## src/rtl/ingress_frame_writer_if.sv

```systemverilog
// Ingress stream, frame FIFO write port and sideband FIFO write port of the frame writer.
// master = the frame writer itself; slave = the stream source plus the two FIFOs around it.
interface ingress_frame_writer_if #(
    parameter int CURSOR_W = 12
);
    logic                s_tvalid;
    logic [15:0]         s_tdata;
    logic                s_tlast;
    logic                s_tuser;
    logic                s_tready;

    logic                frame_wen;
    logic [19:0]         frame_wdata;
    logic                frame_full;
    logic [CURSOR_W-1:0] frame_wptr;
    logic                frame_wrst;
    logic [CURSOR_W-1:0] frame_rst_wptr;

    logic                sb_wen;
    logic [19:0]         sb_wdata;
    logic                sb_full;

    modport master (
        input  s_tvalid, s_tdata, s_tlast, s_tuser,
        input  frame_full, frame_wptr, sb_full,
        output s_tready, frame_wen, frame_wdata, frame_wrst, frame_rst_wptr,
        output sb_wen, sb_wdata
    );

    modport slave (
        output s_tvalid, s_tdata, s_tlast, s_tuser,
        output frame_full, frame_wptr, sb_full,
        input  s_tready, frame_wen, frame_wdata, frame_wrst, frame_rst_wptr,
        input  sb_wen, sb_wdata
    );
endinterface

```

## src/rtl/ingress_frame_writer.sv

```systemverilog
// Writes ingress frames into the frame FIFO, commits good frames through the sideband FIFO
// and erases bad ones by rewinding the frame FIFO write cursor to the frame's start.
module ingress_frame_writer #(
    parameter int CURSOR_W        = 12,
    parameter int MAX_FRAME_WORDS = 759,
    parameter int MIN_FRAME_WORDS = 32
) (
    input  logic                        clk,
    input  logic                        reset,
    input  logic                        en,
    ingress_frame_writer_if.master      bus,
    output logic [15:0]                 frames_ok,
    output logic [15:0]                 frames_dropped
);
    typedef enum logic [2:0] {
        IDLE,
        RECV,
        DROP,
        COMMIT,
        REWIND
    } state_t;

    localparam logic [11:0] MAX_LEN = 12'(MAX_FRAME_WORDS);
    localparam logic [12:0] MIN_LEN = 13'(MIN_FRAME_WORDS);

    state_t              state_reg, state_next;
    logic [CURSOR_W-1:0] start_ptr_reg, start_ptr_next;
    logic [11:0]         len_reg, len_next;
    logic [15:0]         frames_ok_reg, frames_dropped_reg;
    logic                frame_wrst_reg, sb_wen_reg;
    logic [CURSOR_W-1:0] frame_rst_wptr_reg;
    logic [19:0]         sb_wdata_reg;

    logic                ready;
    logic                wr_ok;
    logic                beat;
    logic [12:0]         len_plus1;

    assign len_plus1 = {1'b0, len_reg} + 13'd1;

    // en is only consulted in IDLE, so a frame already admitted always runs to its tlast.
    always_comb begin
        ready = 1'b0;
        wr_ok = 1'b0;
        case (state_reg)
            IDLE: begin
                ready = en & ~bus.sb_full;
                wr_ok = ~bus.frame_full;
            end
            RECV: begin
                ready = 1'b1;
                wr_ok = ~bus.frame_full & (len_reg < MAX_LEN);
            end
            DROP:    ready = 1'b1;
            default: ready = 1'b0;
        endcase
        if (reset) begin
            ready = 1'b0;
        end
    end

    assign beat            = bus.s_tvalid & ready;
    assign bus.s_tready    = ready;
    assign bus.frame_wen   = beat & wr_ok;
    assign bus.frame_wdata = {4'b0, bus.s_tdata};

    always_comb begin
        state_next     = state_reg;
        start_ptr_next = start_ptr_reg;
        len_next       = len_reg;
        case (state_reg)
            IDLE: begin
                if (beat) begin
                    start_ptr_next = bus.frame_wptr;
                    len_next       = bus.frame_full ? 12'd0 : 12'd1;
                    if (bus.s_tlast) begin
                        state_next = REWIND;
                    end else if (bus.frame_full) begin
                        state_next = DROP;
                    end else begin
                        state_next = RECV;
                    end
                end
            end
            RECV: begin
                if (beat) begin
                    if (wr_ok) begin
                        len_next = (len_reg == 12'hFFF) ? len_reg : len_reg + 12'd1;
                        if (bus.s_tlast) begin
                            state_next = (~bus.s_tuser && (len_plus1 >= MIN_LEN)) ? COMMIT : REWIND;
                        end
                    end else begin
                        // Overflow or full FIFO: the frame is already lost, s_tuser adds nothing.
                        state_next = bus.s_tlast ? REWIND : DROP;
                    end
                end
            end
            DROP: begin
                if (beat && bus.s_tlast) begin
                    state_next = REWIND;
                end
            end
            default: state_next = IDLE;
        endcase
    end

    always_ff @(posedge clk) begin
        if (reset) begin
            state_reg          <= IDLE;
            start_ptr_reg      <= '0;
            len_reg            <= '0;
            frame_wrst_reg     <= 1'b0;
            frame_rst_wptr_reg <= '0;
            sb_wen_reg         <= 1'b0;
            sb_wdata_reg       <= '0;
            frames_ok_reg      <= '0;
            frames_dropped_reg <= '0;
        end else begin
            state_reg          <= state_next;
            start_ptr_reg      <= start_ptr_next;
            len_reg            <= len_next;
            // Decoded from the next state so they are flop outputs during COMMIT/REWIND.
            frame_wrst_reg     <= (state_next == REWIND);
            frame_rst_wptr_reg <= (state_next == REWIND) ? start_ptr_next : '0;
            sb_wen_reg         <= (state_next == COMMIT);
            sb_wdata_reg       <= (state_next == COMMIT) ? {8'b0, len_next} : 20'd0;
            if (state_reg == COMMIT && frames_ok_reg != 16'hFFFF) begin
                frames_ok_reg <= frames_ok_reg + 16'd1;
            end
            if (state_reg == REWIND && frames_dropped_reg != 16'hFFFF) begin
                frames_dropped_reg <= frames_dropped_reg + 16'd1;
            end
        end
    end

    assign bus.frame_wrst     = frame_wrst_reg;
    assign bus.frame_rst_wptr = frame_rst_wptr_reg;
    assign bus.sb_wen         = sb_wen_reg;
    assign bus.sb_wdata       = sb_wdata_reg;
    assign frames_ok          = frames_ok_reg;
    assign frames_dropped     = frames_dropped_reg;
endmodule

```

## src/flat_wrapper.sv

```systemverilog
// flat-port wrapper written by rule: the top's interface ports become plain ports
module ingress_frame_writer_flat 
#(
    parameter int CURSOR_W        = 12,
    parameter int MAX_FRAME_WORDS = 759,
    parameter int MIN_FRAME_WORDS = 32
)
  (clk, reset, en, frames_ok, frames_dropped, bus_s_tvalid, bus_s_tdata, bus_s_tlast, bus_s_tuser, bus_frame_full, bus_frame_wptr, bus_sb_full, bus_s_tready, bus_frame_wen, bus_frame_wdata, bus_frame_wrst, bus_frame_rst_wptr, bus_sb_wen, bus_sb_wdata);
  ingress_frame_writer_if #(.CURSOR_W(CURSOR_W)) bus_i ();
  input  logic clk;
  input  logic reset;
  input  logic en;
  output logic [15:0] frames_ok;
  output logic [15:0] frames_dropped;
  input wire logic [$bits(bus_i.s_tvalid)-1:0] bus_s_tvalid;
  input wire logic [$bits(bus_i.s_tdata)-1:0] bus_s_tdata;
  input wire logic [$bits(bus_i.s_tlast)-1:0] bus_s_tlast;
  input wire logic [$bits(bus_i.s_tuser)-1:0] bus_s_tuser;
  input wire logic [$bits(bus_i.frame_full)-1:0] bus_frame_full;
  input wire logic [$bits(bus_i.frame_wptr)-1:0] bus_frame_wptr;
  input wire logic [$bits(bus_i.sb_full)-1:0] bus_sb_full;
  output wire logic [$bits(bus_i.s_tready)-1:0] bus_s_tready;
  output wire logic [$bits(bus_i.frame_wen)-1:0] bus_frame_wen;
  output wire logic [$bits(bus_i.frame_wdata)-1:0] bus_frame_wdata;
  output wire logic [$bits(bus_i.frame_wrst)-1:0] bus_frame_wrst;
  output wire logic [$bits(bus_i.frame_rst_wptr)-1:0] bus_frame_rst_wptr;
  output wire logic [$bits(bus_i.sb_wen)-1:0] bus_sb_wen;
  output wire logic [$bits(bus_i.sb_wdata)-1:0] bus_sb_wdata;
  assign bus_i.s_tvalid = bus_s_tvalid;
  assign bus_i.s_tdata = bus_s_tdata;
  assign bus_i.s_tlast = bus_s_tlast;
  assign bus_i.s_tuser = bus_s_tuser;
  assign bus_i.frame_full = bus_frame_full;
  assign bus_i.frame_wptr = bus_frame_wptr;
  assign bus_i.sb_full = bus_sb_full;
  assign bus_s_tready = bus_i.s_tready;
  assign bus_frame_wen = bus_i.frame_wen;
  assign bus_frame_wdata = bus_i.frame_wdata;
  assign bus_frame_wrst = bus_i.frame_wrst;
  assign bus_frame_rst_wptr = bus_i.frame_rst_wptr;
  assign bus_sb_wen = bus_i.sb_wen;
  assign bus_sb_wdata = bus_i.sb_wdata;
  ingress_frame_writer #(.CURSOR_W(CURSOR_W), .MAX_FRAME_WORDS(MAX_FRAME_WORDS), .MIN_FRAME_WORDS(MIN_FRAME_WORDS)) u_core (.clk(clk), .reset(reset), .en(en), .bus(bus_i), .frames_ok(frames_ok), .frames_dropped(frames_dropped));
endmodule
```

## config.mk

```make
export PLATFORM = sky130hd
export DESIGN_NAME = ingress_frame_writer_flat
export DESIGN_NICKNAME = d
export VERILOG_FILES = /design/src/rtl/ingress_frame_writer_if.sv /design/src/rtl/ingress_frame_writer.sv /design/src/flat_wrapper.sv
export SDC_FILE = /design/constraint.sdc
export NUM_CORES = 1
export LEC_CHECK = 0
export BUFFER_PORTS_ARGS = -buffer_cell sky130_fd_sc_hd__buf_2
export CAP_MARGIN = 20
export CELL_PAD_IN_SITES_DETAIL_PLACEMENT = 1
export CELL_PAD_IN_SITES_GLOBAL_PLACEMENT = 1
export CORE_UTILIZATION = 40
export DETAILED_ROUTE_END_ITERATION = 8
export GPL_ROUTABILITY_DRIVEN = 0
export PLACE_DENSITY_LB_ADDON = 0.08
export SLEW_MARGIN = 5
export SYNTH_ARGS = -nofsm -noshare
export SYNTH_HDL_FRONTEND = slang
export SYNTH_SLANG_ARGS = --single-unit
```

## constraint.sdc

```tcl
create_clock -name clk -period 4.5 [get_ports clk]
set_input_delay 0.675 -clock clk [delete_from_list [all_inputs] [get_ports clk]]
set_output_delay 0.675 -clock clk [all_outputs]
set_load 0.02 [all_outputs]
```

== Yosys cells after proc, flatten, opt, wreduce, memory -nomap -nowiden ==
Index checks and enable logic that the tools add are counted.
Widths: inputs -> output; s select.

* Bits in registers: 93
* Bits of input ports: 36
* Output and inout port bits: 88
* Word-level logic and storage cells: 63

* Add/sub/neg operators: 4
* $lt $le $gt $ge: 2
* Eq/ne operators: 9
* Multiplexer cells: 21
* Bitwise logic cells: 9
* Reductions and logical operators: 8

{| class="wikitable"
|+ Operators with widths
! kind !! count
|-
| $mux 12 || 6
|-
| $add 16x1->16 const B || 2
|-
| $ne 16x16->1 const B || 2
|-
| $mux 3 || 8
|-
| $pmux 12 s2 || 1
|-
| $add 12x1->13 const B || 1
|-
| $ge 13x6->1 const B || 1
|-
| $add 12x1->12 const B || 1
|-
| $eq 12x12->1 const B || 1
|-
| $lt 12x10->1 const B || 1
|-
| $eq 3x2->1 const B || 3
|-
| $pmux 3 s3 || 1
|-
| $eq 3x3->1 const B || 2
|-
| $reduce_or 2->1 || 3
|-
| $not 1->1 || 5
|-
| $and 1x1->1 || 4
|-
| $logic_and 1x1->1 || 4
|-
| $pmux 1 s2 || 2
|-
| $eq 3x1->1 const B || 1
|-
| $logic_not 3->1 || 1
|-
| $mux 1 || 2
|-
| $mux 2 || 1
|}

== Depth between registers and ports, before layout ==
* Word-level depth: 11
* Mapped depth: 8

== Worst setup path before layout ==
OpenSTA, ideal clock, no wires.

* Path kind: input-to-reg
* Start: input reset
* End: register u_core.state_reg[1]
* Library setup time: 0.069 ns
* Arrival: 2.295 ns
* Data required time: 4.431 ns
* Path slack: 2.136 ns
* Stages: 8
* Buffers on the path: 2
* Cells stage by stage: clkbuf_1 a211o_1 a211oi_2 and2_1 nand2_1 or4_4 buf_6 a21oi_4

* Cells in the longest elaborated chain, start to end: 5

{| class="wikitable"
|+ RTL lines
! item !! line !! RTL
|-
| start, declared || flat_wrapper.sv:11 || <nowiki>input logic reset;</nowiki>
|-
| $mux 1 || ingress_frame_writer.sv:57 || <nowiki>if (reset) begin</nowiki>
|-
| $and 1x1->1 || ingress_frame_writer.sv:62 || <nowiki>assign beat = bus.s_tvalid & ready;</nowiki>
|-
| $logic_and 1x1->1 || ingress_frame_writer.sv:99 || <nowiki>if (beat && bus.s_tlast) begin</nowiki>
|-
| $mux 3 || ingress_frame_writer.sv:99 ||
|-
| $pmux 3 s3 || ingress_frame_writer.sv:71 || <nowiki>case (state_reg)</nowiki>
|-
| end signal, assigned || ingress_frame_writer.sv:119 || <nowiki>state_reg <= state_next;</nowiki>
|-
| end, declared || ingress_frame_writer.sv:26 || <nowiki>state_t state_reg, state_next;</nowiki>
|}

Parallel ways exist; a longest one is shown, timed or not.
A chain may end at the register's enable or synchronous reset.

== Worst setup path in the final report ==
* Start: register u_core.len_reg[0]
* End: output bus_frame_wen

* Cells in the longest elaborated chain, start to end: 4

{| class="wikitable"
|+ RTL lines
! item !! line !! RTL
|-
| start, declared || ingress_frame_writer.sv:28 || <nowiki>logic [11:0] len_reg, len_next;</nowiki>
|-
| start signal, assigned || ingress_frame_writer.sv:121 || <nowiki>len_reg <= len_next;</nowiki>
|-
| $lt 12x10->1 || ingress_frame_writer.sv:52 || <nowiki>wr_ok = ~bus.frame_full & (len_reg < MAX_LEN);</nowiki>
|-
| $and 1x1->1 || ingress_frame_writer.sv:52 ||
|-
| $pmux 1 s2 || ingress_frame_writer.sv:45 || <nowiki>case (state_reg)</nowiki>
|-
| $and 1x1->1 || ingress_frame_writer.sv:64 || <nowiki>assign bus.frame_wen = beat & wr_ok;</nowiki>
|-
| end, declared || flat_wrapper.sv:23 || <nowiki>output wire logic [$bits(bus_i.frame_wen)-1:0] bus_frame_wen;</nowiki>
|}

No other way between the ends.

==> run summary <==
Once routing completed, OpenROAD measured the worst setup slack at 1.45 ns. The vertical die dimension came out at 101 µm. The iteration count of the initial detailed-routing pass is 4. In this run the biggest area consumer among cell types represents 43.8% of the synthesized area. The slack of the worst reg-to-reg path came out at 1.96 ns. The actual transition at the worst max-transition pin came out at 1.06 ns.

Data on the critical path arrives at its endpoint at 2.37 ns. Leaving out fill and tap cells, the most frequent cells in the layout are sky130_fd_sc_hd__dfxtp_1, sky130_fd_sc_hd__nor2_1, sky130_fd_sc_hd__buf_2. The filler cells instantiated in the layout total 1143. The total negative setup slack is 0 ns. The first global-routing pass estimated 15300 µm of wire. The critical path goes through ha_1 -> a21oi_1 -> o31ai_1 -> a211o_1 -> nor2_1 -> buf_2. The min-delay analysis places its worst path in the category reg -> reg. The die covers 10100 µm². The number of buffers inserted to repair setup after CTS came out at 0. The area taken by multi-input logic gates is 1900 µm². The portion of the post-synthesis area used by sequential elements came out at 43.8%. The normalized max-slew margin came out at 28.4%. The maximum root-to-sink buffer count came out at 2. The hold violation total from the final report came out at 0. The number of global-route vias before repair is 3158. Counting every sink on the clock net gives 85.

The mapped netlist covers 3890 µm². Based on the critical path, the design can be clocked at up to 0.328 GHz. The delay of the slowest cell on the worst path is 0.48 ns. The final period utilization came out at 67.7%. The cell count after synthesis is 445. The core outline area is 9330 µm². The worst setup path is launched from a register. The slowest stage of the critical path belongs to the cell sky130_fd_sc_hd__a211o_1. The global-route usage over all layers came out at 19.2%. Setup repair after global routing left no endpoint under its margin. The cell area power density is 307 nW/µm².

The floorplan has 35 rows. The share of layout cells above drive strength 1 is 22.8%. The initial core utilization came out at 41.7%.

The die span in x is 101 µm. The cell taking the most area after synthesis is sky130_fd_sc_hd__dfxtp_1. The routed wire length is 9380 µm. After detailed routing, the average wire length per cell comes to 14.7 µm.

The number of DRC markers after the initial detailed-route iteration is 98. The flow ran to the end, and the final reports show no timing, DRC or antenna violations. At the placement stage, the worst setup path has a slack of 1.75 ns. The number of antenna cells inserted came out at 0.

The total setup violations reported at the end of the flow came out at 0. During I/O placement, the number of pins put on the boundary was 124. The routed via count is 3324.

The overall overflow remaining after global route came out at 0. The worst-case clock skew is 0.0115 ns. The average instance area after synthesis came out at 8.74 µm².

The final layout contains 544 nets. The library cell used most frequently in the layout, excluding fill and tap cells, is sky130_fd_sc_hd__dfxtp_1. The register bit count reported by yosys is 85. The distinct cell type count of the synthesized netlist came out at 56. Dividing the detail-routed via count by the number of cells gives 5.21.

The count of port buffers added during placement came out at 79. The number of antenna-violating nets in the routed design came out at 0. By area the synthesized netlist is led by sky130_fd_sc_hd__dfxtp_1, sky130_fd_sc_hd__nor2_1, sky130_fd_sc_hd__buf_4, sky130_fd_sc_hd__xor2_1, sky130_fd_sc_hd__mux2i_1.

The worst setup path category is reg -> out. The source-to-sink clock delay at the later pin of the worst-skew pair is 0.36 ns. The warning count from the yosys run is 0. CTS built an H-tree with a depth of 3.

The placed wire-length estimate is 6780 µm. The maximum number of pins on one net before global-route repair is 43. The fraction of registers with async set/reset came out at 0%. The maximum resistive drop on vdd came out at 0.117 mV. The number of antenna violations at the first check in global routing is 0.

The peak fanout along the critical path came out at 13. The number of DRC violations after detailed routing came out at 0. The most used flip-flop cell after synthesis is sky130_fd_sc_hd__dfxtp_1. The clock input transition at the sequential cells of the worst setup and hold paths came out at 0.09 ns. The analysis attributes to cell leakage a power of 1.88 nW. Summing all flip-flop and latch instances after layout gives 1700 µm². The CTS tree is yes. The worst endpoint required time is 3.83 ns. In this run, synthesis inferred 0 flip-flops with an integrated enable. The library cell used as clock root buffer is sky130_fd_sc_hd__clkbuf_8.

The final-report max-slew violation count is 0. The number of max-cap violations is 0. Compared with the post-synthesis result, the final layout area differs by 13.4%. The number of hold-repair buffers added at the cts stage came out at 0. The post-route minimum period came out at 3.05 ns. The number of CTS-inserted buffers is 9. The nature of the critical path endpoint is a primary output. The number of gates resized after CTS was 0.
## area by class of cell
cell class              count  area share [%]
multi-input cells         316            43.0
flip-flops and latches     85            38.6
repair buffers             82            9.48
well taps                 129            3.66
clock buffers              11            3.43
clock inverters             5           0.937
inverters                  10           0.852
## stage by stage
stage | power [mW] | utilization (%) | cells | hold WS [ns] | area, µm²
2_1_floorplan | 0.852 | - | 458 | 0.460 | 3940
3_3_place_gp | 0.846 | 45.2 | 622 | 0.474 | 4220
3_5_place_dp | 0.847 | 45.2 | 622 | 0.481 | 4220
4_1_cts | 1.37 | 47.3 | 638 | 0.502 | 4410
5_1_grt | 1.41 | 47.3 | 638 | 0.532 | 4410
6_report | 1.35 | 47.3 | 638 | 0.496 | 4410
## routing by layer
| metal | track usage, % | vias to the layer above | wire (µm) |
|---|---|---|---|
| li1 | - | 1623 | - |
| met1 | 24.7 | 1626 | 4280 |
| met2 | 32.3 | 66 | 4690 |
| met3 | 3.05 | 9 | 313 |
| met4 | 7.25 | 0 | 105 |
| met5 | 0 | - | 0 |
## synth_stat cells (2+ instances only)
cell type / n
sky130_fd_sc_hd__buf_4: 31
sky130_fd_sc_hd__a2111oi_0: 3
sky130_fd_sc_hd__or2_2: 4
sky130_fd_sc_hd__mux2i_1: 15
sky130_fd_sc_hd__nor3_1: 15
sky130_fd_sc_hd__and3_1: 4
sky130_fd_sc_hd__a41oi_1: 2
sky130_fd_sc_hd__or3b_2: 2
sky130_fd_sc_hd__a211oi_2: 2
sky130_fd_sc_hd__inv_1: 10
sky130_fd_sc_hd__xnor2_1: 5
sky130_fd_sc_hd__a22oi_1: 2
sky130_fd_sc_hd__and4_1: 3
sky130_fd_sc_hd__o32a_1: 2
sky130_fd_sc_hd__nand3_1: 12
sky130_fd_sc_hd__a211o_1: 4
sky130_fd_sc_hd__nor4_1: 2
sky130_fd_sc_hd__and3b_1: 2
sky130_fd_sc_hd__nor2_1: 84
sky130_fd_sc_hd__nand4_1: 16
sky130_fd_sc_hd__a21oi_1: 17
sky130_fd_sc_hd__nand2b_1: 2
sky130_fd_sc_hd__a211oi_1: 6
sky130_fd_sc_hd__xor2_1: 18
sky130_fd_sc_hd__o21ai_0: 16
sky130_fd_sc_hd__a31oi_1: 3
sky130_fd_sc_hd__nor3b_1: 2
sky130_fd_sc_hd__ha_1: 4
sky130_fd_sc_hd__dfxtp_1: 85
sky130_fd_sc_hd__clkbuf_1: 10
sky130_fd_sc_hd__or3_1: 8
sky130_fd_sc_hd__nand2_1: 24
sky130_fd_sc_hd__nor2b_1: 3
sky130_fd_sc_hd__buf_2: 5
## worst paths after layout
check / startpoint / to / cells after the start
worst min register to register: u_core.start_ptr_reg[9] / u_core.bus.frame_rst_wptr[9] / 2
worst max register to register: u_core.len_reg[0] / u_core.len_reg[9] / 6
worst max-delay path: u_core.len_reg[0] / bus_frame_wen / 6
worst min-delay path: u_core.start_ptr_reg[9] / u_core.bus.frame_rst_wptr[9] / 2
## power by group
group | total [mW] | internal, mW | leakage, nW | switching (mW)
Combinational | 0.0688 | 0.0206 | 1.11 | 0.0483
Sequential | 0.760 | 0.757 | 0.686 | 0.00365
Clock | 0.522 | 0.236 | 0.0926 | 0.286
## logic make-up after synthesis
family	share of synthesized area [%]
AO/OA/AOI/OAI	12.7
XOR/XNOR	5.18
adder cells (fa/ha/maj)	1.29
buffers and inverters	8.85
flip-flops	43.8
multiplexers	3.86
other	0.0965
AND/OR/NAND/NOR	24.3
## critical path: cells and delay by family (launching register included)
| family | cells | cell delay [ns] |
|---|---|---|
| buffers and inverters | 1 | 0.19 |
| AND/OR/NAND/NOR | 1 | 0.13 |
| AO/OA/AOI/OAI | 3 | 0.93 |
| flip-flops | 1 | 0.44 |
| adder cells (fa/ha/maj) | 1 | 0.33 |
(Power assumes the default switching activity.)
